<file path="src/rtl/keypad_scanner.sv">
// keypad_scanner
//   Scans a 4-column x 5-row matrix keypad one column at a time.
//   Row inputs are synchronised and debounced. Each accepted press
//   produces a one-cycle newkey pulse with a 5-bit keycode. Ghost
//   presses (two or more rows low in the driven column) are rejected.
//   Auto-repeat is not supported.
//
// Ports
//   clock    : system clock
//   reset    : asynchronous, active-low reset
//   row_n    : keypad rows, active-low, asynchronous to clock
//   col_n    : one-hot active-low column strobes (registered)
//   newkey   : one-clock pulse per accepted press
//   keycode  : {row_idx[2:0], col_idx[1:0]}; updated only with newkey
//   key_held : high from the newkey cycle until the release is accepted
module keypad_scanner #(
  parameter int unsigned SCAN_DIV = 1000,
  parameter int unsigned DEBOUNCE = 4
) (
  input  logic       clock,
  input  logic       reset,
  input  logic [4:0] row_n,
  output logic [3:0] col_n,
  output logic       newkey,
  output logic [4:0] keycode,
  output logic       key_held
);

  localparam int unsigned CW = (SCAN_DIV > 1) ? $clog2(SCAN_DIV) : 1;
  localparam logic [CW-1:0] CNT_LAST = CW'(SCAN_DIV - 1);
  localparam logic [3:0]    DEB_N    = 4'(DEBOUNCE);

  typedef enum logic [1:0] {SCAN, DEB, HELD} state_t;

  state_t        state;
  logic [4:0]    r1;
  logic [4:0]    rs;
  logic [CW-1:0] cnt;
  logic [1:0]    col_idx;
  logic [4:0]    cand;
  logic [3:0]    match;
  logic [3:0]    rel;

  logic [2:0] nlow;
  logic [2:0] row_idx;
  logic       hit;
  logic       none;
  logic       sample;
  logic [1:0] next_col;
  logic [4:0] code;

  // Two-flop synchroniser; reset value is "all rows released".
  always_ff @(posedge clock or negedge reset) begin
    if (!reset) begin
      r1 <= '1;
      rs <= '1;
    end else begin
      r1 <= row_n;
      rs <= r1;
    end
  end

  always_comb begin
    nlow    = '0;
    row_idx = '0;
    for (int unsigned i = 0; i < 5; i++) begin
      if (!rs[i]) begin
        nlow    = nlow + 3'd1;
        row_idx = 3'(i);
      end
    end
    hit      = (nlow == 3'd1);
    none     = (nlow == 3'd0);
    sample   = (cnt == CNT_LAST);
    next_col = col_idx + 2'd1;
    code     = {row_idx, col_idx};
  end

  // col_idx only ever changes at a sample point, where the dwell counter
  // wraps to 0 anyway, so the restart-on-column-change rule needs no
  // separate term.
  always_ff @(posedge clock or negedge reset) begin
    if (!reset) begin
      cnt <= '0;
    end else if (sample) begin
      cnt <= '0;
    end else begin
      cnt <= cnt + CW'(1);
    end
  end

  always_ff @(posedge clock or negedge reset) begin
    if (!reset) begin
      state    <= SCAN;
      col_idx  <= '0;
      col_n    <= 4'b1110;
      cand     <= '0;
      match    <= '0;
      rel      <= '0;
      newkey   <= 1'b0;
      keycode  <= '0;
      key_held <= 1'b0;
    end else begin
      newkey <= 1'b0;
      if (sample) begin
        case (state)
          SCAN: begin
            if (hit) begin
              cand  <= code;
              match <= 4'd1;
              if (DEB_N == 4'd1) begin
                newkey   <= 1'b1;
                keycode  <= code;
                key_held <= 1'b1;
                rel      <= '0;
                state    <= HELD;
              end else begin
                state <= DEB;
              end
            end else begin
              col_idx <= next_col;
              col_n   <= ~(4'b0001 << next_col);
            end
          end
          DEB: begin
            if (hit && (code == cand)) begin
              if (match + 4'd1 == DEB_N) begin
                newkey   <= 1'b1;
                keycode  <= cand;
                key_held <= 1'b1;
                rel      <= '0;
                state    <= HELD;
              end else begin
                match <= match + 4'd1;
              end
            end else begin
              col_idx <= next_col;
              col_n   <= ~(4'b0001 << next_col);
              state   <= SCAN;
            end
          end
          HELD: begin
            // Any row activity in the held column restarts the release count;
            // other keys never produce a pulse here.
            if (none) begin
              if (rel + 4'd1 == DEB_N) begin
                rel      <= '0;
                key_held <= 1'b0;
                col_idx  <= next_col;
                col_n    <= ~(4'b0001 << next_col);
                state    <= SCAN;
              end else begin
                rel <= rel + 4'd1;
              end
            end else begin
              rel <= '0;
            end
          end
          default: begin
            state <= SCAN;
          end
        endcase
      end
    end
  end

endmodule

</file>
<file path="config.mk">
export PLATFORM = sky130hd
export DESIGN_NAME = keypad_scanner
export DESIGN_NICKNAME = d
export VERILOG_FILES = /design/src/rtl/keypad_scanner.sv
export SDC_FILE = /design/constraint.sdc
export NUM_CORES = 1
export LEC_CHECK = 0
export ABC_AREA = 1
export BUFFER_PORTS_ARGS = -buffer_cell sky130_fd_sc_hd__buf_4
export CORE_MARGIN = 3
export CORE_UTILIZATION = 35
export CTS_CLUSTER_DIAMETER = 50
export CTS_CLUSTER_SIZE = 20
export DETAILED_ROUTE_END_ITERATION = 6
export HOLD_SLACK_MARGIN = 0.05
export PLACE_DENSITY = 0.56
export SLEW_MARGIN = 15
export SYNTH_ARGS = -nofsm -noshare
export SYNTH_HDL_FRONTEND = slang
export SYNTH_SLANG_ARGS = --single-unit
</file>
<file path="constraint.sdc">
create_clock -name clock -period 7.4 [get_ports clock]
set_clock_uncertainty 0.05 [all_clocks]
set_input_delay 0.37 -clock clock [delete_from_list [all_inputs] [get_ports clock]]
set_output_delay 0.37 -clock clock [all_outputs]
set_load 0.05 [all_outputs]
</file>
==> results.py <==
metrics = {
    "power": {
        "pwr-share-clk_pct": 35.0,
        "irDropWorstVdd_mv": 0.0865,
        "fin_total_pwr_mw": 0.477,
        "internal-power_mw": 0.366,
        "swShare_pct": 23.2,
        "p_sw_mw": 0.111,
        "power_frac_seq_pct": 56.6,
        "powerDensity_nw_per_um2": 162,
        "power_frac_comb_pct": 8.4,
        "leakage_nw": 1.44,
    },
    "global_route": {
        "grt.overflow.total": 0,
        "grt_pass1_vias": 1838,
        "antenna_found_initial": 0,
        "grt_max_degree": 49,
        "grtUsageTotal_pct": 11.7,
        "grt_pass1_wl_um": 8170,
    },
    "timing": {
        "hold_viol": 0,
        "setup_tns_ps": 0,
        "final-setup-viol-count": 0,
        "rsz0062_at_grt": "no",
        "max_freq_ghz": 0.330,
        "period_share_pct": 41.0,
        "slew_viol_final": 0,
        "slew_headroom_pct": 60.3,
        "worstMarginPinSlew_ps": 595,
        "timing.final.crit_period_ps": 3030,
    },
    "flow_run": {
        "cap_viol_max_count": 0,
    },
    "floorplan": {
        "dieWidth_um": 92.2,
        "io_pins": 18,
        "fp.dieH_um": 92.2,
        "rows": 30,
        "initial_core_util_pct": 37.2,
        "fp.dieArea_um2": 8500,
        "placeableCoreArea_um2": 6980,
    },
    "clock_tree": {
        "cts_tree": "yes",
        "cts-buffers-inserted": 5,
        "htree_levels": 2,
        "path_clk_slew_ps": 80,
        "cts.sinks": 48,
        "clockBufferDepth": 2,
        "postCtsSetupRepairBufs": 0,
        "cts-resized-gates": 0,
        "insertion_delay_ps": 290,
        "cts_root_buf": "clkbuf_8",
    },
    "routing": {
        "avgRoutedWirePerCell_um": 10.8,
        "route.detailed.drc": 0,
        "final_antenna_net_count": 0,
        "firstDrtPassIters": 4,
        "drt_iter0_markers": 64,
        "via_count": 1879,
        "avgViaCountPerCell": 4.52,
        "wl_um": 4480,
    },
    "synthesis": {
        "syn_area_um2": 2600,
        "seq_area_frac_synth_pct": 46.8,
        "synth_seq_cells": 48,
        "avgSynthCellArea_um2": 8.81,
        "synthesis.nets": 315,
        "netlist_instances": 295,
        "yosys_warnings": 0,
        "yosys.cell_types.count": 33,
    },
    "critical_path": {
        "crit_arrival_ps": 3150,
        "critical_path_class": "flop to flop",
        "cp.required_ps": 7520,
        "reg2reg_setup_slack_ps": 4370,
        "crit_fanout": 10,
        "critPathLaunchType": "flop",
        "endpoint_kind": "flop",
    },
    "place": {
        "portBuffers": 17,
        "hpwlAfterDp_um": 3380,
        "gp_congestion": 0.757,
    },
    "final_layout": {
        "fillers": 693,
        "nNetsFinal": 339,
        "diodes": 0,
        "layout-area-overhead-vs-synth_pct": 13.3,
        "drive_gt1_share_pct": 21.3,
    },
    "outcome": {
        "outcome": "finished, final reports clean",
    },
    "hold_path": {
        "hold_path_class": "input pin to flop",
    },
}
[cell families (layout without fill, tap and decap cells)]
family	after synthesis	after routing	synth area share, %
flops	48	48	46.8
xor+xnor	10	10	3.37
buf+inv	39	64	5.92
compound gates	26	26	5.63
simple gates	159	159	32.0
fa+ha+maj	13	13	6.26
[worst max-delay path, cell delays in order, from the launching register on]
cell	delay [ps]
dfstp_2	550
inv_1	40
ha_1	320
inv_1	70
nand2_2	80
nand2_1	50
ha_1	280
nand2_1	90
nand2_1	60
ha_1	270
or2_2	280
nand2_2	90
nand2_2	70
nor2_4	160
nand2_2	90
inv_2	90
nand2_2	130
nand2_1	90
o21ai_1	60
[repair_timing]
item | in CTS | in global routing
setup endpoints to repair | 0 | 0
hold buffers | 1 | 0
hold endpoints to repair | 3 | 0
[layout by cell type, fill, tap and decap left out, types with 7 or more instances in the layout]
| cell type | netlist | routed |
|---|---|---|
| nand4_1 | 11 | 11 |
| clkbuf_8 | 0 | 7 |
| nand2_2 | 9 | 9 |
| inv_1 | 35 | 35 |
| nand3_1 | 19 | 19 |
| buf_4 | 0 | 17 |
| dfrtp_1 | 35 | 35 |
| nand2_1 | 79 | 79 |
| nor2_1 | 15 | 15 |
| ha_1 | 13 | 13 |
| xor2_1 | 7 | 7 |
| dfstp_2 | 13 | 13 |
| o21ai_1 | 13 | 13 |
[synthesized netlist by cell type, drive strengths merged]
library cell  number  area share [%]
xor2               7             2.4
a21oi              6             1.3
ha                13             6.3
nor3b              3            0.87
nand3             26             7.2
or2                2            0.48
nand4             12             3.1
dfrtp             35              34
dfstp             13              13
o21ai             19             4.1
xnor2              3             1.0
and3               1            0.24
nand2             89              14
nor2              19             3.7
buf                1            0.43
a31oi              1            0.24
nor4               2             1.1
nand3b             1            0.29
inv               38             5.5
nor3               4            0.96
[metal layers]
metal	track usage (%)	vias to the layer above	wire length, um
li1	-	1006	-
met1	15.9	839	2270
met2	18.9	32	2030
met3	2.46	2	149
met4	3.34	0	25
met5	0	-	0
[state kept, by name, summed over array words and instances (netlist names)]
register and count:
cand 5, cnt 10, col_idx 2, col_n 4
key_held 1, keycode 5, match 4, newkey 1
r1 5, rel 4, rs 5, state 2
[power groups by stage]
stage | clock [mW] | combinational [mW] | sequential, mW
after floorplan | 0 | 0.0298 | 0.274
after global placement | 0 | 0.0402 | 0.275
after detailed placement | 0 | 0.0409 | 0.275
after CTS | 0.174 | 0.0415 | 0.270
after global routing | 0.186 | 0.0468 | 0.270
final | 0.167 | 0.0403 | 0.270
[metrics by stage]
stage                     area (um^2)  hold slack [ps]  util (%)  worst slack (ps)  instances
after floorplan                  2600             24.4         -              4550        295
after global placement           2840              296      40.6              4430        407
after detailed placement         2840              297      40.6              4360        407
after CTS                        2950              120      42.2              4340        416
after global routing             2950              115      42.2              4080        416
final                            2950              133      42.2              4370        416
[path summary, 6_finish.rpt]
| check | start | to | depth (start not counted) |
|---|---|---|---|
| worst min-delay path | row_n[2] | r1[2] | 1 |
| min in group asynchronous | reset | keycode[3] | 2 |
| worst max register to register | rs[1] | cand[0] | 18 |
| max in group asynchronous | reset | cand[2] | 2 |
| worst max-delay path | rs[1] | cand[0] | 18 |
| worst min register to register | r1[2] | rs[2] | 0 |
[cell type report]
| type | instances | area [um^2] | share of cell area (%) |
|---|---|---|---|
| Multi-Input combinational cell | 208 | 1230 | 41.7 |
| Sequential cell | 48 | 1220 | 41.3 |
| Inverter | 38 | 143 | 4.84 |
| Timing Repair Buffer | 18 | 138 | 4.67 |
| Tap cell | 96 | 120 | 4.08 |
| Clock buffer | 8 | 100 | 3.40 |
No activity file was read; power rests on OpenSTA's default activity.
